<file path="config.mk">
export PLATFORM = sky130hd
export DESIGN_NAME = mem_bus_arbiter
export DESIGN_NICKNAME = d
export VERILOG_FILES = /design/src/rtl/mem_bus_arbiter.sv
export SDC_FILE = /design/constraint.sdc
export NUM_CORES = 1
export LEC_CHECK = 0
export CAP_MARGIN = 20
export CORE_UTILIZATION = 43
export DETAILED_ROUTE_END_ITERATION = 8
export PLACE_DENSITY_LB_ADDON = 0.08
export SLEW_MARGIN = 20
export SYNTH_ARGS = -nofsm -noshare
export SYNTH_HDL_FRONTEND = slang
export SYNTH_SLANG_ARGS = --single-unit
</file>
<file path="constraint.sdc">
create_clock -name clk -period 3.3 [get_ports clk]
set_clock_uncertainty 0.2 [all_clocks]
set_input_delay 0.99 -clock clk [delete_from_list [all_inputs] [get_ports clk]]
set_output_delay 0.99 -clock clk [all_outputs]
set_load 0.01 [all_outputs]
</file>
<file path="src/rtl/mem_bus_arbiter.sv">
// mem_bus_arbiter
//   Shares one two-phase (address / data) memory bus between the fetch port
//   (inst_*) and the data port (data_*). Exactly one bus transaction is
//   outstanding at a time; the response is routed back to whichever port owns
//   it. A flush (inst_cancel) discards a pending or in-flight fetch response
//   while still letting the bus transaction run to completion.
//
// Ports
//   clk, rst                      clock (rising edge), synchronous active-high reset
//   inst_req/inst_addr/inst_cancel  fetch request, address, flush
//   inst_ack/inst_rvalid/inst_rdata  fetch accept pulse, response pulse, data
//   data_req/data_wr/data_addr/data_wdata/data_wstrb  data request and payload
//   data_ack/data_rvalid/data_rdata  data accept pulse, response pulse, data
//   bus_req/bus_wr/bus_addr/bus_wdata/bus_wstrb  bus address phase + payload
//   bus_addr_ok/bus_data_ok/bus_rdata  bus address accept, data done, read data
//   arb_busy                      transaction in progress (state != IDLE)
//
// Build option
//   ARB_STARVE_GUARD_EN : after STARVE_LIMIT consecutive data grants made while
//   a fetch was waiting, the next grant goes to the fetch port. Without it the
//   data port has strict priority.
//
// States
//   IDLE | no transaction; grant made combinationally from requests
//   ADDR | bus_req asserted with latched payload until bus_addr_ok
//   RESP | waiting for bus_data_ok, then respond to owner and return to IDLE

module mem_bus_arbiter #(
  parameter int STARVE_LIMIT = 4
) (
  input  logic        clk,
  input  logic        rst,
  input  logic        inst_req,
  input  logic [31:0] inst_addr,
  input  logic        inst_cancel,
  output logic        inst_ack,
  output logic        inst_rvalid,
  output logic [31:0] inst_rdata,
  input  logic        data_req,
  input  logic        data_wr,
  input  logic [31:0] data_addr,
  input  logic [31:0] data_wdata,
  input  logic [3:0]  data_wstrb,
  output logic        data_ack,
  output logic        data_rvalid,
  output logic [31:0] data_rdata,
  output logic        bus_req,
  output logic        bus_wr,
  output logic [31:0] bus_addr,
  output logic [31:0] bus_wdata,
  output logic [3:0]  bus_wstrb,
  input  logic        bus_addr_ok,
  input  logic        bus_data_ok,
  input  logic [31:0] bus_rdata,
  output logic        arb_busy
);

  localparam logic [1:0] ST_IDLE = 2'd0;
  localparam logic [1:0] ST_ADDR = 2'd1;
  localparam logic [1:0] ST_RESP = 2'd2;

  localparam logic OWN_DATA = 1'b0;
  localparam logic OWN_INST = 1'b1;

  logic [1:0]  state_q, state_d;
  logic        owner_q, owner_d;
  logic        drop_q, drop_d;
  logic        bus_wr_q, bus_wr_d;
  logic [31:0] bus_addr_q, bus_addr_d;
  logic [31:0] bus_wdata_q, bus_wdata_d;
  logic [3:0]  bus_wstrb_q, bus_wstrb_d;
  logic        inst_rvalid_q, inst_rvalid_d;
  logic        data_rvalid_q, data_rvalid_d;
  logic [31:0] inst_rdata_q, inst_rdata_d;
  logic [31:0] data_rdata_q, data_rdata_d;

  logic        grant_inst;
  logic        grant_data;
  logic        inst_eligible;

  // A fetch being flushed in the same cycle is not worth starting.
  assign inst_eligible = inst_req & ~inst_cancel;

`ifdef ARB_STARVE_GUARD_EN
  localparam logic [2:0] STARVE_LIM3 = 3'(STARVE_LIMIT);

  logic [2:0] starve_cnt_q, starve_cnt_d;
  logic       force_inst;

  assign force_inst = (starve_cnt_q == STARVE_LIM3);

  always_comb begin
    starve_cnt_d = starve_cnt_q;
    if (state_q == ST_IDLE) begin
      if (grant_inst || !inst_req) begin
        starve_cnt_d = 3'd0;
      end else if (grant_data && !inst_cancel && (starve_cnt_q != STARVE_LIM3)) begin
        starve_cnt_d = starve_cnt_q + 3'd1;
      end
    end
  end

  always_ff @(posedge clk) begin
    if (rst) begin
      starve_cnt_q <= 3'd0;
    end else begin
      starve_cnt_q <= starve_cnt_d;
    end
  end
`endif

  // Grant is only possible in IDLE; masked during reset so no ack pulse is
  // issued for a request that the reset is about to discard.
  always_comb begin
    grant_inst = 1'b0;
    grant_data = 1'b0;
    if ((state_q == ST_IDLE) && !rst) begin
`ifdef ARB_STARVE_GUARD_EN
      if (force_inst && inst_eligible) begin
        grant_inst = 1'b1;
      end else if (data_req) begin
        grant_data = 1'b1;
      end else if (inst_eligible) begin
        grant_inst = 1'b1;
      end
`else
      if (data_req) begin
        grant_data = 1'b1;
      end else if (inst_eligible) begin
        grant_inst = 1'b1;
      end
`endif
    end
  end

  always_comb begin
    state_d       = state_q;
    owner_d       = owner_q;
    drop_d        = drop_q;
    bus_wr_d      = bus_wr_q;
    bus_addr_d    = bus_addr_q;
    bus_wdata_d   = bus_wdata_q;
    bus_wstrb_d   = bus_wstrb_q;
    inst_rvalid_d = 1'b0;
    data_rvalid_d = 1'b0;
    inst_rdata_d  = inst_rdata_q;
    data_rdata_d  = data_rdata_q;

    case (state_q)
      ST_IDLE: begin
        drop_d = 1'b0;
        if (grant_data) begin
          owner_d     = OWN_DATA;
          bus_wr_d    = data_wr;
          bus_addr_d  = data_addr;
          bus_wdata_d = data_wdata;
          bus_wstrb_d = data_wstrb;
          state_d     = ST_ADDR;
        end else if (grant_inst) begin
          owner_d     = OWN_INST;
          bus_wr_d    = 1'b0;
          bus_addr_d  = inst_addr;
          bus_wdata_d = 32'h0;
          bus_wstrb_d = 4'h0;
          state_d     = ST_ADDR;
        end
      end

      ST_ADDR: begin
        if ((owner_q == OWN_INST) && inst_cancel) begin
          drop_d = 1'b1;
        end
        // A data_ok arriving with addr_ok belongs to no phase yet; ignore it.
        if (bus_addr_ok) begin
          state_d = ST_RESP;
        end
      end

      ST_RESP: begin
        if ((owner_q == OWN_INST) && inst_cancel) begin
          drop_d = 1'b1;
        end
        if (bus_data_ok) begin
          state_d = ST_IDLE;
          drop_d  = 1'b0;
          if (owner_q == OWN_DATA) begin
            data_rvalid_d = 1'b1;
            data_rdata_d  = bus_rdata;
          end else if (!(drop_q || inst_cancel)) begin
            inst_rvalid_d = 1'b1;
            inst_rdata_d  = bus_rdata;
          end
        end
      end

      default: begin
        state_d = ST_IDLE;
      end
    endcase
  end

  always_ff @(posedge clk) begin
    if (rst) begin
      state_q       <= ST_IDLE;
      owner_q       <= OWN_DATA;
      drop_q        <= 1'b0;
      bus_wr_q      <= 1'b0;
      bus_addr_q    <= 32'h0;
      bus_wdata_q   <= 32'h0;
      bus_wstrb_q   <= 4'h0;
      inst_rvalid_q <= 1'b0;
      data_rvalid_q <= 1'b0;
      inst_rdata_q  <= 32'h0;
      data_rdata_q  <= 32'h0;
    end else begin
      state_q       <= state_d;
      owner_q       <= owner_d;
      drop_q        <= drop_d;
      bus_wr_q      <= bus_wr_d;
      bus_addr_q    <= bus_addr_d;
      bus_wdata_q   <= bus_wdata_d;
      bus_wstrb_q   <= bus_wstrb_d;
      inst_rvalid_q <= inst_rvalid_d;
      data_rvalid_q <= data_rvalid_d;
      inst_rdata_q  <= inst_rdata_d;
      data_rdata_q  <= data_rdata_d;
    end
  end

  assign inst_ack    = grant_inst;
  assign data_ack    = grant_data;
  assign inst_rvalid = inst_rvalid_q;
  assign inst_rdata  = inst_rdata_q;
  assign data_rvalid = data_rvalid_q;
  assign data_rdata  = data_rdata_q;
  assign bus_req     = (state_q == ST_ADDR);
  assign bus_wr      = bus_wr_q;
  assign bus_addr    = bus_addr_q;
  assign bus_wdata   = bus_wdata_q;
  assign bus_wstrb   = bus_wstrb_q;
  assign arb_busy    = (state_q != ST_IDLE);

endmodule

</file>
==> impl_metrics.csv, run 1 <==
group,metric,value,unit
yosys,synth-main-ff-cell,"dfxtp_1",
power_and_ir_drop,power.leakage,3.16,nW
outcome,status,"finished, final reports clean",
cts,cts_tree,"done",
grt,grt_max_degree,67,
layout,num-nets-final,963,
routing,wl_per_cell,16.2,um
grt,grt_pass1_wl,25.4,mm
critical_path,start_kind,"input port",
timing,final.setup.worst_slack,45.2,ps
routing,drc,0,
timing,fin_crit_sh,98.6,%
yosys,synth_largest_area_cell,"dfxtp_1",
grt,antenna_found_initial,0,
power_and_ir_drop,p_comb_share,27.0,%
critical_path,reg2reg_depth,6,
timing,setup_violations,0,
layout,syn_to_final_growth,63.0,%
grt,grt_pass1_vias,5130,
power_and_ir_drop,pwr-share-clk,34.7,%
timing,final_hold_viol_count,0,
floorplan,initial_core_util,44.7,%
critical_path,cp.arrival,2060,ps
cts,clk_pin_slew_worst_paths,50,ps
place,place_congestion,0.783,
layout,fillers,914,
routing,wl_met3,1.37,mm
cts,cts-root-buf,"clkbuf_16",
routing,ant_nets,0,
timing,slew_violations,0,
yosys,synth_edf_count,0,
yosys,avgSynthCellArea,9.89,um2
routing,drt-pass1-iter-count,4,
floorplan,fp.coreArea,12200,um2
critical_path,worstSetupPathType,"input port to output port",
yosys,syn-num-nets,694,
timing,maxSlewHeadroom,63.8,%
timing,rsz0062_at_grt,"no",
layout,final_common_cell,"clkdlybuf4s50_1",
critical_path,crit_fanout,2,
yosys,syn_inst,549,
floorplan,rows,40,
floorplan,die_h,114,um
timing,whs,245,ps
routing,dr.first_iter.drc_count,328,
routing,vias,5049,
power_and_ir_drop,p_int,0.00376,W
grt,grt.total_usage,25.3,%
floorplan,dieArea,13100,um2
routing,wl,16.2,mm
yosys,async_flop_share,0,%
flow_run,drv_cap,0,
routing,via_per_inst,5.06,
timing,fmax,307,MHz
hold_path,min_path_cells,2,
power_and_ir_drop,powerDensity,589,nW/um2
floorplan,fp.dieW,114,um
layout,drive_above_1_share,9.89,%
routing,wl_met2,8.21,mm
routing,top_layer_used,"met4",
layout,stdcell_area,8850,um2
power_and_ir_drop,p_seq_share,38.3,%
cts,cts_max_level,4,
floorplan,pin_count,279,
cts,cts_setup_buffers,0,
hold_path,hold_class,"flop to flop",
layout,utilization,72.8,%
yosys,syn-cell-area,5430,um2
cts,cts_num_sinks,139,
power_and_ir_drop,switching_share,28.0,%
place,placed_area,8290,um2
yosys,synth_cell_types,30,
yosys,synth_seq_cells,139,
yosys,yosysWarnings,0,
timing,fin_crit,3250,ps
cts,cts_buffers,17,
place,pre_cts_ws,-337,ps
place,hpwl,11.8,mm
yosys,synth_top_area_share,51.2,%
yosys,synthTopCellsByArea,"dfxtp_1, nand2_1, o221ai_2, a32o_1, mux2i_1",
layout,diodes,0,
place,port-buffer-count,278,
critical_path,critPathRequiredTime,2110,ps
cts,clk_path_buf_depth,2,
power_and_ir_drop,max-vdd-ir-drop,0.000341,V
grt,gr-total-overflow,0,
timing,worst_pin_slew,543,ps
cts,clock_latency,410,ps
layout,final_cell_mix,"clkdlybuf4s50_1, dfxtp_1, nand2_1",
routing,wl_met1,6.16,mm
power_and_ir_drop,p_sw,0.00146,W
critical_path,end_kind,"output port",
yosys,yosysSeqAreaShare,51.2,%
## cells by family (layout without fill, tap and decap cells)
group | after synthesis | after routing | synth area share, %
AOI/OAI and AO/OA | 142 | 142 | 22.3
adders and majority gates | 5 | 5 | 1.15
buffers and inverters | 84 | 364 | 8.20
DFF | 139 | 139 | 51.2
muxes | 33 | 33 | 6.08
and+or+nand+nor | 146 | 146 | 11.0
## layout make-up
cell class              instances  area, um2  area share, %
flip-flops and latches        139       2780           31.4
well taps                     168        210           2.37
multi-input cells             326       2220           25.0
repair buffers                296       2940           33.2
inverters                      38        145           1.64
clock inverters                 8       95.1           1.07
clock buffers                  22        464           5.24
## power by group through the flow
stage | sequential, W | clock [W] | combinational, W
after floorplan | 0.00212 | 0 | 0.000562
after global placement | 0.00202 | 0 | 0.00139
after detailed placement | 0.00203 | 0 | 0.00141
after CTS | 0.00200 | 0.00184 | 0.00142
after global routing | 0.00202 | 0.00191 | 0.00152
final | 0.00200 | 0.00181 | 0.00141
## sequential cells by signal, summed over array words and instances (netlist names)
name / count
bus_addr: 32
bus_wdata: 32
data_rdata: 32
inst_rdata: 32
bus_wstrb: 4
state_q: 2
bus_wr: 1
data_rvalid: 1
drop_q: 1
inst_rvalid: 1
owner_q: 1
## cells in the mapped netlist, drive strengths merged, types with 5 or more instances
cell type  count
dfxtp        139
a32o          37
a21oi         65
nand2        132
clkbuf         9
o221ai        32
inv           38
buf           37
ha             5
mux2i         33
## timing repair
| item | CTS | global route |
|---|---|---|
| setup endpoints to repair | 2 | 0 |
| gates resized for setup | 5 | 0 |
| hold buffers | 0 | 0 |
## worst max-delay path: stages
cell and delay [ps]:
clkdlybuf4s50_1 440, nand4bb_2 240, nor2_1 120, dlygate4sd2_1 280
## layer usage
layer / vias to the layer above / global-route usage [%]
met1: 2375 / 26.7
met3: 29 / 9.21
met5: - / 0
met4: 0 / 12.1
met2: 192 / 44.8
li1: 2453 / -
## worst paths after layout
path	endpoint	startpoint	slack, ps
worst min-delay path	bus_addr[30]	bus_addr[30]	240
worst max-delay path	inst_ack	inst_cancel	50
worst max register to register	bus_addr[3]	state_q[0]	1230
worst min register to register	bus_addr[30]	bus_addr[30]	240
## stage by stage
step	std cells	power, W	setup TNS, ps
5_1_grt	997	0.00546	0
6_report	997	0.00522	0
3_3_place_gp	967	0.00341	-644
3_5_place_dp	967	0.00344	-640
4_1_cts	997	0.00526	0
2_1_floorplan	549	0.00268	0
Note: power is estimated with default switching activity, not from simulation.
==> inputs of run 2 (changes only) <==
--- a/config.mk
+++ b/config.mk
@@ -8,7 +8,8 @@
 export CAP_MARGIN = 20
 export CORE_UTILIZATION = 43
 export DETAILED_ROUTE_END_ITERATION = 8
-export PLACE_DENSITY_LB_ADDON = 0.08
+export GPL_ROUTABILITY_DRIVEN = 0
+export PLACE_DENSITY_LB_ADDON = 0.3
 export SLEW_MARGIN = 20
 export SYNTH_ARGS = -nofsm -noshare
 export SYNTH_HDL_FRONTEND = slang
==> run 2 against run 1 <==
Compared with the run above: sequential power about the same; sequential cell count is the same; clock power decreased by 3%; worst hold slack improved by 2.7 ps; fmax rose by 0.84%; highest routed layer unchanged; sequential share of layout area is 0.089 points higher; via count up 2.9%; largest cell class unchanged; total power down 0.42%; combinational power about the same; critical path type unchanged; cell area down 0.28%; count of clock-buffer cells in the layout rose by 5; critical endpoint unchanged; utilization is 0.21 points lower.
==> impl_metrics.csv, run 2 (synthesis gave the netlist of run 1 again) <==
group,metric,value,unit
flow_run,drv_cap,0,
power_and_ir_drop,max-vdd-ir-drop,0.000425,V
routing,drc,0,
floorplan,fp.coreArea,12200,um2
routing,drt-pass1-iter-count,5,
critical_path,critPathMaxStageDelay,430,ps
cts,cts_buffers,17,
cts,cts_tree,"done",
hold_path,min_path_cells,2,
routing,vias,5194,
outcome,status,"finished, final reports clean",
routing,dr.first_iter.drc_count,305,
cts,cts_setup_buffers,0,
cts,cts_num_sinks,139,
place,hpwl,12.3,mm
layout,drive_above_1_share,8.98,%
floorplan,die_h,114,um
routing,via_per_inst,5.24,
power_and_ir_drop,power.leakage,3.14,nW
place,dpl.cell_count,963,
cts,clk_path_buf_depth,2,
grt,antenna_found_initial,0,
hold_path,hold_class,"flop to flop",
cts,clk_pin_slew_worst_paths,50,ps
critical_path,end_kind,"output port",
timing,slew_violations,0,
layout,final_common_cell,"clkdlybuf4s50_1",
routing,wl,17.2,mm
timing,setup_violations,0,
routing,wl_per_cell,17.4,um
critical_path,crit_slowest_cell,"clkdlybuf4s50_1",
grt,grt_util_met2,46.7,%
power_and_ir_drop,powerDensity,589,nW/um2
layout,num-nets-final,959,
grt,grt_pass1_vias,5310,
cts,cts_max_level,4,
floorplan,initial_core_util,44.7,%
timing,fin_crit_sh,97.8,%
grt,grt.total_usage,26.5,%
cts,cts-root-buf,"clkbuf_16",
timing,maxSlewHeadroom,62.3,%
critical_path,cp_cell_sequence,"clkdlybuf4s50_1, nand4bb_2, nor2_1, dlygate4sd2_1",
grt,grt_pass1_wl,26.4,mm
grt,busiest_layer,"met2",
critical_path,crit_fanout,2,
layout,fillers,886,
hold_path,hold_start,"bus_addr[22]",
critical_path,start_kind,"input port",
timing,rsz0062_at_grt,"no",
critical_path,r2r_setup_slack,1250,ps
grt,gr-total-overflow,0,
layout,stdcell_count,992,
place,port-buffer-count,278,
floorplan,rows,40,
floorplan,dieArea,13100,um2
timing,fin_crit,3230,ps
timing,final_hold_viol_count,0,
critical_path,cp.arrival,2040,ps
layout,final_cell_mix,"clkdlybuf4s50_1, dfxtp_1, nand2_1",
floorplan,pin_count,279,
grt,met1_usage,28.1,%
timing,worst_pin_slew,565,ps
layout,syn_to_final_growth,62.5,%
floorplan,fp.dieW,114,um
critical_path,reg2reg_depth,6,
layout,multiInputGateArea,2220,um2
critical_path,r2r_start,"state_q[0]",
grt,met3_usage,9.37,%
layout,seq_area,2780,um2
layout,diodes,0,
cts,postCtsHoldBufs,0,
grt,grt_max_degree,61,
critical_path,critPathRequiredTime,2110,ps
hold_path,min_to,"bus_addr[22]",
critical_path,r2r_end,"bus_addr[1]",
power_and_ir_drop,total_power,0.00520,W
routing,ant_nets,0,
critical_path,worstSetupPathType,"input port to output port",
timing,fmax,310,MHz
cts,clock_latency,410,ps
-- run 2: cell count changes in the layout (fill, tap and decap cells not counted), moves of 2 or more --
| cell | delta |
|---|---|
| buf_4 | -6 |
| clkbuf_1 | +3 |
| clkinv_2 | -3 |
| buf_12 | +2 |
| clkbuf_8 | +2 |
| clkinvlp_4 | -2 |
-- run 2: cell type report --
class | instances | area share, %
Tap cell | 168 | 2.38
Timing Repair Buffer | 292 | 33.2
Clock buffer | 27 | 5.70
Sequential cell | 139 | 31.5
Inverter | 38 | 1.64
Clock inverter | 2 | 0.397
Multi-Input combinational cell | 326 | 25.1
-- run 2: worst max-delay path, delay by kind of cell --
family / cells / cell delay, ps
buffers and inverters: 2 / 700
and+or+nand+nor: 2 / 350
-- run 2: through the flow --
| step | util [%] | setup WS, ps | TNS [ps] | hold WS [ps] | area (um2) |
|---|---|---|---|---|---|
| 5_1_grt | 72.6 | 15.1 | 0 | 265 | 8830 |
| 2_1_floorplan | - | 484 | 0 | 267 | 5430 |
| 3_5_place_dp | 68.1 | -311 | -492 | 237 | 8290 |
| 4_1_cts | 72.6 | 33.6 | 0 | 247 | 8820 |
| 3_3_place_gp | 68.1 | -288 | -450 | 231 | 8290 |
| 6_report | 72.6 | 72.3 | 0 | 247 | 8830 |
-- run 2: how the worst max path moves through the flow --
stage                      startpoint        to  slack, ps
after detailed placement     data_req  inst_ack       -310
final                     inst_cancel  inst_ack         70
after floorplan              data_req  inst_ack        480
after global placement       data_req  inst_ack       -290
after CTS                  state_q[0]  data_ack         30
after global routing      inst_cancel  inst_ack         20
-- run 2: report_power, final --
group          switching (W)  leakage (nW)  internal, W
Clock               0.000644         0.263      0.00110
Combinational       0.000704          1.74     0.000736
Sequential          0.000119          1.13      0.00189
Total                0.00147          3.14      0.00373
-- run 2: what timing repair did --
action,in CTS,in global routing
endpoints found under the hold margin,0,0
pin swaps,0,0
resized for setup,2,1
setup endpoints to repair,2,1
-- run 2: per-layer routing --
metal	vias up	wire, um
met1	2473	6420
met4	0	506
met5	-	0
li1	2450	-
met3	36	1560
met2	235	8760
==> inputs of run 3 (changes only) <==
--- a/config.mk
+++ b/config.mk
@@ -6,6 +6,7 @@
 export NUM_CORES = 1
 export LEC_CHECK = 0
 export CAP_MARGIN = 20
+export CORE_ASPECT_RATIO = 2
 export CORE_UTILIZATION = 43
 export DETAILED_ROUTE_END_ITERATION = 8
 export GPL_ROUTABILITY_DRIVEN = 0
==> run 3 against run 2 <==
Compared with the run above: fmax down 1.9%; critical path depth unchanged; total power up 2.0%; die area up 0.21%; utilization up 0.15 points; worst setup slack worse by 62 ps; non-clock buffer count up 1; combinational power about the same; clock power up 6%; worst hold slack worse by 2.1 ps; first-iteration DRC count down 30%; global-route usage up 0.48 points; critical path type unchanged; largest power group unchanged.
==> impl_metrics.csv, run 3 (synthesis gave the netlist of run 1 again) <==
group,metric,value,unit
cts,clk_path_buf_depth,2,
place,hpwl,12.8,mm
grt,grt.total_usage,27.0,%
hold_path,hold_class,"flop to flop",
routing,dr.first_iter.drc_count,215,
place,port-buffer-count,278,
timing,final.setup.worst_slack,10.4,ps
routing,vias,5201,
grt,antenna_found_initial,0,
critical_path,end_kind,"output port",
layout,stdcell_area,8870,um2
grt,grt_max_degree,70,
critical_path,crit_fanout,2,
routing,wl_per_cell,18.1,um
critical_path,reg2reg_depth,6,
critical_path,worstSetupPathType,"input port to output port",
cts,cts_resized,6,
routing,wl,17.6,mm
critical_path,critPathRequiredTime,2110,ps
routing,drc,0,
cts,cts_setup_buffers,0,
critical_path,start_kind,"input port",
place,placed_area,8270,um2
floorplan,initial_core_util,44.5,%
layout,final_cell_mix,"clkdlybuf4s50_1, dfxtp_1, nand2_1",
critical_path,cp.arrival,2100,ps
timing,slew_violations,0,
routing,drt-pass1-iter-count,4,
floorplan,fp.coreArea,12200,um2
floorplan,rows,57,
timing,worst_pin_slew,542,ps
flow_run,drv_cap,0,
layout,num-nets-final,960,
layout,seq_area,2780,um2
cts,clock_latency,400,ps
layout,fillers,908,
cts,cts_buffers,17,
layout,stdcell_count,975,
timing,fin_crit_sh,99.7,%
grt,grt_pass1_wl,26.5,mm
floorplan,die_h,161,um
routing,via_per_inst,5.33,
cts,postCtsHoldBufs,0,
layout,final_common_cell,"clkdlybuf4s50_1",
timing,maxSlewHeadroom,63.8,%
routing,ant_nets,0,
timing,setup_violations,0,
outcome,status,"finished, final reports clean",
floorplan,fp.dieW,81.5,um
layout,drive_above_1_share,10.4,%
layout,multiInputGateArea,2240,um2
power_and_ir_drop,powerDensity,597,nW/um2
cts,cts_tree,"done",
grt,gr-total-overflow,0,
cts,cts-root-buf,"clkbuf_16",
floorplan,dieArea,13100,um2
cts,cts_num_sinks,139,
floorplan,pin_count,279,
grt,grt_pass1_vias,5514,
timing,fmax,304,MHz
hold_path,min_path_cells,2,
timing,final_hold_viol_count,0,
place,pre_cts_ws,-321,ps
cts,cts_max_level,4,
place,dpl.cell_count,943,
layout,syn_to_final_growth,63.3,%
power_and_ir_drop,power.leakage,3.16,nW
layout,diodes,0,
timing,fin_crit,3290,ps
power_and_ir_drop,max-vdd-ir-drop,0.000608,V
cts,clk_pin_slew_worst_paths,60,ps
power_and_ir_drop,total_power,0.00530,W
[run 3: cell types whose count changed in the layout (fill, tap and decap cells not counted), moves of 2 or more]
cell	change
clkbuf_1	-6
clkinv_4	+5
inv_6	+4
clkinvlp_4	+3
clkbuf_8	-2
dlygate4sd2_1	-2
[run 3: power breakdown]
group	internal (W)	switching, W
clock	0.00109	0.000771
sequential	0.00189	0.000115
combinational	0.000729	0.000701
[run 3: final timing paths]
| check | slack, ps | from | to |
|---|---|---|---|
| worst max-delay path | 10 | data_req | inst_ack |
| worst min-delay path | 250 | bus_addr[26] | bus_addr[26] |
| worst max register to register | 1140 | state_q[0] | bus_addr[0] |
| worst min register to register | 250 | bus_addr[26] | bus_addr[26] |
[run 3: critical path: stages]
cell	delay [ps]
clkdlybuf4s50_1	490
nand4bb_4	280
nor2_4	110
clkdlybuf4s15_2	230
[run 3: routing by layer]
metal,up-vias,wire [um],GRT usage (%)
li1,2453,-,-
met1,2470,5980,25.3
met2,226,9530,49.2
met3,52,1280,8.81
met4,0,818,14.5
met5,-,0,0
[run 3: metrics by stage]
stage / hold WS (ps) / util, % / TNS (ps)
after floorplan: 267 / - / 0
after global placement: 230 / 67.8 / -631
after detailed placement: 236 / 67.8 / -595
after CTS: 245 / 72.6 / 0
after global routing: 265 / 72.7 / -1.34
final: 245 / 72.7 / 0
[run 3: area by class of cell]
type / count / area share [%]
multi-input cells: 326 / 25.2
clock buffers: 19 / 5.11
repair buffers: 293 / 33.1
flip-flops and latches: 139 / 31.4
clock inverters: 13 / 1.48
well taps: 147 / 2.07
inverters: 38 / 1.64
